<file path="src/rtl/seq_det_event_logger_pkg.sv">
// Shared definitions for the sequence-detector event logger.
//   logger_state_t : logger FSM states (IDLE, RUN, OVF)
//   DEF_*          : default widths/depth used by the logger and its interface
//   DET_PATTERN    : bit pattern recognised by the upstream Mealy detector
package seq_det_pkg;

    typedef enum logic [1:0] {
        IDLE = 2'd0,
        RUN  = 2'd1,
        OVF  = 2'd2
    } logger_state_t;

    localparam int DEF_TS_W  = 16;
    localparam int DEF_DEPTH = 8;
    localparam int DEF_CNT_W = 16;

    // Detector-domain constants, kept here so detector and logger agree.
    localparam logic [2:0] DET_PATTERN     = 3'b101;
    localparam int         DET_PATTERN_LEN = 3;

endpackage

</file>
<file path="src/rtl/seq_det_event_logger_if.sv">
// Valid/ready drain port carrying event timestamps out of the logger.
//   evt_valid : head entry present
//   evt_ready : consumer accepts head when evt_valid & evt_ready
//   evt_ts    : head timestamp (0 while evt_valid = 0)
// master = logger side, slave = consumer side.
interface seq_det_event_logger_if
    import seq_det_pkg::*;
#(
    parameter int TS_W = DEF_TS_W
);
    logic            evt_valid;
    logic            evt_ready;
    logic [TS_W-1:0] evt_ts;

    modport master (output evt_valid, output evt_ts, input evt_ready);
    modport slave  (input evt_valid, input evt_ts, output evt_ready);
endinterface

</file>
<file path="src/rtl/seq_det_event_logger_sync_fifo.sv">
// Small synchronous FIFO with show-ahead read data.
//   clk, rst : clock, asynchronous active-high reset
//   clr      : synchronous flush (overrides push and pop)
//   push     : write request; accepted when not full, or when full and a pop
//              happens in the same cycle
//   pop      : read request; ignored while empty
//   wdata    : write data
//   rdata    : head entry, 0 while empty
//   full, empty, level : occupancy status (level is 0..DEPTH)
module sync_fifo
#(
    parameter int WIDTH = 16,
    parameter int DEPTH = 8,
    localparam int AW   = $clog2(DEPTH)
) (
    input  logic             clk,
    input  logic             rst,
    input  logic             clr,
    input  logic             push,
    input  logic             pop,
    input  logic [WIDTH-1:0] wdata,
    output logic [WIDTH-1:0] rdata,
    output logic             full,
    output logic             empty,
    output logic [AW:0]      level
);
    localparam logic [AW:0] FULL_LVL = (AW + 1)'(DEPTH);

    logic [WIDTH-1:0] mem_q [DEPTH];
    logic [AW-1:0]    wr_ptr_q, wr_ptr_d;
    logic [AW-1:0]    rd_ptr_q, rd_ptr_d;
    logic [AW:0]      level_q, level_d;
    logic             do_push, do_pop;

    assign empty = (level_q == '0);
    assign full  = (level_q == FULL_LVL);
    assign level = level_q;
    assign rdata = empty ? '0 : mem_q[rd_ptr_q];

    // A pop frees the slot the push needs, so full-with-pop still accepts.
    assign do_pop  = pop & ~empty & ~clr;
    assign do_push = push & ~clr & (~full | do_pop);

    always_comb begin
        wr_ptr_d = wr_ptr_q;
        rd_ptr_d = rd_ptr_q;
        level_d  = level_q;
        if (clr) begin
            wr_ptr_d = '0;
            rd_ptr_d = '0;
            level_d  = '0;
        end else begin
            if (do_push) wr_ptr_d = wr_ptr_q + 1'b1;
            if (do_pop)  rd_ptr_d = rd_ptr_q + 1'b1;
            case ({do_push, do_pop})
                2'b10:   level_d = level_q + 1'b1;
                2'b01:   level_d = level_q - 1'b1;
                default: level_d = level_q;
            endcase
        end
    end

    always_ff @(posedge clk or posedge rst) begin
        if (rst) begin
            wr_ptr_q <= '0;
            rd_ptr_q <= '0;
            level_q  <= '0;
        end else begin
            wr_ptr_q <= wr_ptr_d;
            rd_ptr_q <= rd_ptr_d;
            level_q  <= level_d;
        end
    end

    // Storage carries no reset; empty masks stale contents on rdata.
    always_ff @(posedge clk) begin
        if (do_push) mem_q[wr_ptr_q] <= wdata;
    end

endmodule

</file>
<file path="src/rtl/seq_det_event_logger.sv">
// Timestamps every detector pulse and buffers the stamps for a consumer.
//   clk, rst   : clock, asynchronous active-high reset
//   det_in     : detector output, one event per edge sampled high
//   en         : gates timestamp counter and event capture
//   clr        : synchronous clear of FIFO, counters and FSM
//   evt        : valid/ready drain port (master side)
//   total_cnt  : saturating count of captured events (stored or dropped)
//   drop_cnt   : saturating count of events that could not be stored
//   fifo_level : current FIFO occupancy
//   overflow   : high while the logger sits in OVF
module seq_det_event_logger
    import seq_det_pkg::*;
#(
    parameter int TS_W         = DEF_TS_W,
    parameter int DEPTH        = DEF_DEPTH,
    parameter int CNT_W        = DEF_CNT_W,
    parameter int STOP_ON_FULL = 0
) (
    input  logic                       clk,
    input  logic                       rst,
    input  logic                       det_in,
    input  logic                       en,
    input  logic                       clr,
    seq_det_event_logger_if.master     evt,
    output logic [CNT_W-1:0]           total_cnt,
    output logic [CNT_W-1:0]           drop_cnt,
    output logic [$clog2(DEPTH):0]     fifo_level,
    output logic                       overflow
);
    logger_state_t    state_q, state_d;
    logic [TS_W-1:0]  ts_q, ts_d;
    logic [CNT_W-1:0] total_q, total_d;
    logic [CNT_W-1:0] drop_q, drop_d;
    logic             capture, stop_block, pop_fire, push_req, push_ok, drop;
    logic             fifo_full, fifo_empty;
    logic [TS_W-1:0]  fifo_rdata;

    function automatic logic [CNT_W-1:0] sat_inc(input logic [CNT_W-1:0] v);
        return (&v) ? v : v + 1'b1;
    endfunction

    sync_fifo #(
        .WIDTH (TS_W),
        .DEPTH (DEPTH)
    ) u_fifo (
        .clk   (clk),
        .rst   (rst),
        .clr   (clr),
        .push  (push_req),
        .pop   (evt.evt_ready),
        .wdata (ts_q),
        .rdata (fifo_rdata),
        .full  (fifo_full),
        .empty (fifo_empty),
        .level (fifo_level)
    );

    assign capture    = en & det_in & ~clr;
    assign stop_block = (STOP_ON_FULL != 0) && (state_q == OVF);
    assign pop_fire   = ~fifo_empty & evt.evt_ready & ~clr;
    assign push_req   = capture & ~stop_block;
    // Mirrors the FIFO's own acceptance rule so drops are counted exactly.
    assign push_ok    = push_req & (~fifo_full | pop_fire);
    assign drop       = capture & ~push_ok;

    always_comb begin
        state_d = state_q;
        ts_d    = ts_q;
        total_d = total_q;
        drop_d  = drop_q;
        if (clr) begin
            state_d = IDLE;
            ts_d    = '0;
            total_d = '0;
            drop_d  = '0;
        end else begin
            if (en)      ts_d    = ts_q + 1'b1;
            if (capture) total_d = sat_inc(total_q);
            if (drop)    drop_d  = sat_inc(drop_q);
            case (state_q)
                IDLE:    if (drop) state_d = OVF; else if (en)  state_d = RUN;
                RUN:     if (drop) state_d = OVF; else if (!en) state_d = IDLE;
                OVF:     state_d = OVF; // only clr leaves OVF
                default: state_d = IDLE;
            endcase
        end
    end

    always_ff @(posedge clk or posedge rst) begin
        if (rst) begin
            state_q <= IDLE;
            ts_q    <= '0;
            total_q <= '0;
            drop_q  <= '0;
        end else begin
            state_q <= state_d;
            ts_q    <= ts_d;
            total_q <= total_d;
            drop_q  <= drop_d;
        end
    end

    assign evt.evt_valid = ~fifo_empty;
    assign evt.evt_ts    = fifo_rdata;
    assign total_cnt     = total_q;
    assign drop_cnt      = drop_q;
    assign overflow      = (state_q == OVF);

endmodule

</file>
<file path="src/flat_wrapper.sv">
// flat-port wrapper written by rule: the top's interface ports become plain ports
module seq_det_event_logger_flat import seq_det_pkg::*;
#(
    parameter int TS_W         = DEF_TS_W,
    parameter int DEPTH        = DEF_DEPTH,
    parameter int CNT_W        = DEF_CNT_W,
    parameter int STOP_ON_FULL = 0
)
  (clk, rst, det_in, en, clr, total_cnt, drop_cnt, fifo_level, overflow, evt_evt_valid, evt_evt_ts, evt_evt_ready);
  seq_det_event_logger_if #(.TS_W(TS_W)) evt_i ();
  input  logic clk;
  input  logic rst;
  input  logic det_in;
  input  logic en;
  input  logic clr;
  output logic [CNT_W-1:0] total_cnt;
  output logic [CNT_W-1:0] drop_cnt;
  output logic [$clog2(DEPTH):0] fifo_level;
  output logic overflow;
  output wire logic [$bits(evt_i.evt_valid)-1:0] evt_evt_valid;
  output wire logic [$bits(evt_i.evt_ts)-1:0] evt_evt_ts;
  input wire logic [$bits(evt_i.evt_ready)-1:0] evt_evt_ready;
  assign evt_evt_valid = evt_i.evt_valid;
  assign evt_evt_ts = evt_i.evt_ts;
  assign evt_i.evt_ready = evt_evt_ready;
  seq_det_event_logger #(.TS_W(TS_W), .DEPTH(DEPTH), .CNT_W(CNT_W), .STOP_ON_FULL(STOP_ON_FULL)) u_core (.clk(clk), .rst(rst), .det_in(det_in), .en(en), .clr(clr), .evt(evt_i), .total_cnt(total_cnt), .drop_cnt(drop_cnt), .fifo_level(fifo_level), .overflow(overflow));
endmodule
</file>
<file path="config.mk">
export PLATFORM = sky130hd
export DESIGN_NAME = seq_det_event_logger_flat
export DESIGN_NICKNAME = d
export VERILOG_FILES = /design/src/rtl/seq_det_event_logger_pkg.sv /design/src/rtl/seq_det_event_logger_if.sv /design/src/rtl/seq_det_event_logger_sync_fifo.sv /design/src/rtl/seq_det_event_logger.sv /design/src/flat_wrapper.sv
export SDC_FILE = /design/constraint.sdc
export NUM_CORES = 1
export LEC_CHECK = 0
export CORE_ASPECT_RATIO = 1.1
export CORE_MARGIN = 2
export CORE_UTILIZATION = 50
export CTS_CLUSTER_SIZE = 30
export DETAILED_ROUTE_END_ITERATION = 8
export MAX_ROUTING_LAYER = met4
export PLACE_DENSITY_LB_ADDON = 0.15
export SLEW_MARGIN = 0
export SYNTH_ARGS = -nofsm -noshare
export SYNTH_HDL_FRONTEND = slang
export SYNTH_HIERARCHICAL = 1
export SYNTH_SLANG_ARGS = --single-unit
</file>
<file path="constraint.sdc">
create_clock -name clk -period 3.44 [get_ports clk]
set_input_delay 0.344 -clock clk [delete_from_list [all_inputs] [get_ports clk]]
set_output_delay 0.344 -clock clk [all_outputs]
set_load 0.05 [all_outputs]
</file>
==> After elaboration in Yosys (flattened, before gate mapping) <==
Memories as Yosys holds them, arrays and structs flattened.
Index checks and enable logic that the tools add are counted.
{ "op_classes": {"eq_ne": 9, "n_addsub": 7, "n_bitwise": 13, "n_mux": 23, "n_reduce_logical": 13} }
{ "op_table": {"columns": ["operator", "count"], "rows": [
  ["$mux 16", 9],
  ["$add 16x1->16 const B", 3],
  ["$reduce_and 16->1", 2],
  ["$mux 3", 4],
  ["$mux 2", 5],
  ["$reduce_bool 2->1", 5],
  ["$and 1x1->1", 8],
  ["$ne 4x3->1 const B", 2],
  ["$pmux 4 s2", 1],
  ["$add 3x1->3 const B", 2],
  ["$pmux 2 s3", 1],
  ["$reduce_and 2->1", 3],
  ["$add 4x1->4 const B", 1],
  ["$eq 2x1->1 const B", 2],
  ["$eq 2x2->1 const B", 2],
  ["$eq 4x4->1 const B", 1],
  ["$logic_not 4->1", 1],
  ["$mux 4", 1],
  ["$ne 2x2->1 const B", 2],
  ["$not 1->1", 4],
  ["$sub 4x1->4 const B", 1],
  ["$reduce_bool 3->1", 1],
  ["$logic_not 2->1", 1],
  ["$mux 1", 2],
  ["$or 1x1->1", 1]
]} }
{ "totals": {"ramBits": 128, "word_cells": 73, "ff_bits": 60, "mem_count": 1, "in_bits": 6} }
{ "memory_table": {"columns": ["memory", "depth", "width", "rd", "rd_ports_with_merged_regs", "write_ports", "line_no", "text"], "rows": [
  ["u_core.u_fifo.mem_q", 8, 16, 1, 0, 1, "seq_det_event_logger_sync_fifo.sv:29", "logic [WIDTH-1:0] mem_q [DEPTH];"]
]} }

==> Depth between registers and ports, before layout <==
{ "depth": {"ltp_word": 11, "depth_mapped": 10} }

==> By module <==
Netlist, hierarchy kept.
{ "modules_own_cells": {"columns": ["module", "cells_each", "area_each_um2", "n_inst", "seq_area_each_um2"], "rows": [
  ["sync_fifo", 300, 5611.6, 1, 4093.9],
  ["seq_det_event_logger", 288, 2753.9, 1, 1251.2]
]} }

==> Least setup slack after synthesis <==
OpenSTA, ideal clock, no wires.
{ "synth_timing": {"path_type": "input to register", "from": "input port clr", "to": "memory u_core.u_fifo.mem_q[1][0], enable pin", "arrival_ps": 2928, "path_stages": 7, "slack_ps": 81, "setup_time_ps": 430, "n_path_buf": 3, "path_cell_list": "clkbuf_1 buf_1 nor2_1 buf_2 o21a_1 nand2_1 nor4_1"} }
{ "synth_between": {"elab_chain_cells": 6, "word_cells_on_any_way": 8, "classes_between": "mux (2); bitwise (6)"} }
{ "synth_rtl": {"columns": ["item", "line_no", "text"], "rows": [
  ["start, declared", "flat_wrapper.sv:15", "input logic clr;"],
  ["$not 1->1", "seq_det_event_logger.sv:58", "assign capture = en & det_in & ~clr;"],
  ["$and 1x1->1", "seq_det_event_logger.sv:58", null],
  ["net u_core.capture", "seq_det_event_logger.sv:34", "logic capture, stop_block, pop_fire, push_req, push_ok, drop;"],
  ["$and 1x1->1 (2 in series)", "seq_det_event_logger_sync_fifo.sv:42", "assign do_push = push & ~clr & (~full | do_pop);"],
  ["$mux 1", "seq_det_event_logger_sync_fifo.sv:77", "if (do_push) mem_q[wr_ptr_q] <= wdata;"],
  ["$mux 1 (implied by the code)", "seq_det_event_logger_sync_fifo.sv:77", null],
  ["end, declared", "seq_det_event_logger_sync_fifo.sv:29", null]
]} }
The timed path passes the listed nets, and every way through them passes these cells.

==> Worst setup path in the final report <==
{ "layout_timing": {"from": "register u_core.u_fifo.level_q[0] (netlist: u_core/u_fifo/level[0])", "to": "output port evt_evt_ts[12]"} }
{ "layout_between": {"elab_chain_cells": 2} }
{ "layout_rtl": {"columns": ["item", "line_no", "text"], "rows": [
  ["start, declared", "seq_det_event_logger_sync_fifo.sv:32", "logic [AW:0] level_q, level_d;"],
  ["start signal, assigned", "seq_det_event_logger_sync_fifo.sv:71", "level_q <= level_d;"],
  ["$logic_not 4->1", "seq_det_event_logger_sync_fifo.sv:35", "assign empty = (level_q == '0);"],
  ["net u_core.fifo_empty", "seq_det_event_logger.sv:35", "logic fifo_full, fifo_empty;"],
  ["$mux 16", "seq_det_event_logger_sync_fifo.sv:38", "assign rdata = empty ? '0 : mem_q[rd_ptr_q];"],
  ["end, declared", "flat_wrapper.sv:21", "output wire logic [$bits(evt_i.evt_ts)-1:0] evt_evt_ts;"]
]} }
The timed path passes the listed nets, and every way through them passes these cells.

==> flow_summary.toml <==
[worst_setup_path]
crit_path_end_kind = "output pin"
crit_arrival_ps = 2920
critPathKind = "reg -> out"
cp_max_fo = 13
cp-start-kind = "flop"
cp.required_ps = 3100

[clocking]
clock_sinks = 188
cts_made_buffers = 17
cts_setup_buffers = 0
clock_tree.root_cell = "clkbuf_16"
cts_max_path_buffers = 2
cts_tree = "built"
cts_resized = 0
clk_latency_ps = 430
clkTransAtPathRegs_ps = 70
cts_hold_buf = 0
htreeDepth = 4

[global_routing]
grt_pass1_wl_um = 28170
grt_max_degree = 54
track_usage_pct = 21.37
grt_pass1_vias = 5147
grt-ovfl-total = 0
antenna_found_initial = 0

[timing]
finClkSkew_ps = 7.907
finalCritPeriodShare_pct = 94.98
min_period_ps = 3267
final_hold_viol_count = 0
finalSetupViolations = 0
slew_headroom_pct = 23.93
setup_tns_ps = 0
worstMarginPinSlew_ps = 1141
clock.fmax_ghz = 0.3061
slew_viol_final = 0
rsz0062_at_grt = "false"

[final_layout]
seq_area_um2 = 5346
fin_nets = 672
multi_input_area_um2 = 2883
syn_to_final_growth_pct = 17.45
most-common-layout-cells = "128 x edfxtp_1, 62 x nor2_1, 59 x dfrtp_1"
fin_cells = 875
fill_cells = 1275
layout_commonest_cell = "edfxtp_1"
fin_util_pct = 60.02
drive_gt1_share_pct = 16.10
fin_area_um2 = 9826
diodes = 0

[run]
maxCapViolCount = 0

[logic_synthesis]
synth_area_per_cell_um2 = 14.23
synth_edf_count = 128
yosys.area.top_type = "edfxtp_1"
synth-seq-area-share_pct = 63.89
synth_top_area_share_pct = 45.95
synth_flop_cell = "edfxtp_1"
synth_nets = 602
synth-seq-cells = 188
syn_inst = 588
synth_area_leaders = "edfxtp_1 46%, dfrtp_1 18%, mux4_2 8.6%, nor2_1 2.8%, mux2i_1 2.3%"
synth_async_sr_flop_share_pct = 31.91
synth_area_um2 = 8366
ys_types = 52
yosys_warnings = 6

[die]
start_util_pct = 51.10
io_pins = 60
die_y_um = 139.7
die_area_um2 = 17780
core_area_um2 = 16370
die_w_um = 127.3
num_rows = 49

[drt]
drt_iter0_markers = 407
drc = 0
totalWireLength_um = 17500
ant_nets = 0
wl_per_cell_um = 20.00
drt-pass1-iter-count = 5
vias = 5285
vias_per_cell = 6.040

[pwr]
p_per_area_nw_per_um2 = 561.9
ir_worst_vdd_mv = 0.3385
p_leak_nw = 3.323
fin_total_pwr_mw = 5.521

[placement]
gp_congestion = 0.8844
port_buffers = 59
dpl-instance-area_um2 = 9271
place_inst = 843
place_hpwl_um = 10560

[outcome]
status = "complete, no violations"

[worst_hold_path]
hp-class = "in -> async"
==> power by group <==
group          switching, mW  internal (mW)
logic                  0.786          0.422
clock network          0.894          0.951
registers             0.0396           2.43
total                   1.72           3.80
==> layout make-up <==
cell class                 instances  share of cell area (%)
clock buffer                      17                   4.330
clock inverter                    15                   1.312
inverter                          10                  0.3948
multi-input combinational        362                   29.34
sequential                       188                   54.41
tap                              204                   2.598
timing repair buffer              79                   7.615
==> synth_stat cells (2+ instances only) <==
master	instances
a211oi_1	2
a21oi_1	25
a221o_1	5
a31oi_1	2
and2_1	2
and3_1	8
and4_1	12
buf_1	2
buf_2	12
clkbuf_1	13
dfrtp_1	60
edfxtp_1	128
ha_1	7
inv_1	9
mux2_2	7
mux2i_1	19
mux4_2	32
nand2_1	17
nand2b_1	8
nand3_1	22
nand4_1	17
nand4_2	2
nor2_1	62
nor2b_1	7
nor3_1	13
nor3b_1	2
nor4_1	12
o21a_1	3
o21ai_0	9
o21ai_1	2
o31ai_1	12
or3_1	11
or4_1	11
xnor2_1	7
xor2_1	9
==> cell families (layout without fill, tap and decap cells) <==
| group | count (synthesis) | in the layout | share of synthesized area [%] |
|---|---|---|---|
| mux | 58 | 58 | 11.83 |
| buf+inv | 38 | 121 | 1.989 |
| compound gates | 70 | 70 | 5.669 |
| simple gates | 210 | 210 | 13.66 |
| xor+xnor | 16 | 16 | 1.675 |
| fa+ha+maj | 8 | 8 | 1.286 |
| flops | 188 | 188 | 63.89 |
==> per-stage QoR <==
step	setup slack (ps)	hold slack (ps)
after floorplan	81.46	184.2
after global placement	467.8	535.8
after CTS	135.5	273.5
after global routing	10.91	305.0
final	172.8	272.7
after detailed placement	343.2	541.8
==> worst max-delay path, stage by stage, from the launching register on <==
cell and delay (ps):
dfrtp_1 470, or4_1 710, clkinv_2 260, buf_4 260, nor2_1 80, clkdlybuf4s50_1 710
==> flip-flops by register name, indices dropped and copies added (netlist names) <==
name and cells:
u_core/drop_cnt 16, u_core/ts_q 16, u_core/u_fifo/mem_q 128, u_core/u_fifo/level 4
u_core/u_fifo/wr_ptr_q 3, u_core/total_cnt 16, u_core/state_q 2, u_core/u_fifo/rd_ptr_q 3
==> path summary, 6_finish.rpt <==
| check | startpoint | endpoint | slack [ps] | depth (start not counted) |
|---|---|---|---|---|
| max | u_core/u_fifo/level[0]$_DFFE_PP0P_ | evt_evt_ts[12] | 170 | 5 |
| min | rst | u_core/u_fifo/level[1]$_DFFE_PP0P_ | 270 | 2 |
| max reg2reg | u_core/u_fifo/level[1]$_DFFE_PP0P_ | u_core/u_fifo/level[3]$_DFFE_PP0P_ | 590 | 8 |
| min reg2reg | u_core/state_q[1]$_DFFE_PP0P_ | u_core/state_q[0]$_DFFE_PP0P_ | 560 | 2 |
| max in group asynchronous | rst | u_core/ts_q[5]$_DFFE_PP0P_ | 2180 | 2 |
| min in group clk | clr | u_core/u_fifo/level[2]$_DFFE_PP0P_ | 350 | 3 |
==> layer usage <==
layer | global-route usage [%] | vias to the layer above | part of all wire (%)
met5 | - | - | 0
met4 | 7.172 | 0 | 1.4
met3 | 3.883 | 20 | 3.6
met2 | 34.06 | 143 | 50
met1 | 27.97 | 2686 | 44
li1 | - | 2436 | -
No activity file was read; power rests on OpenSTA's default activity.
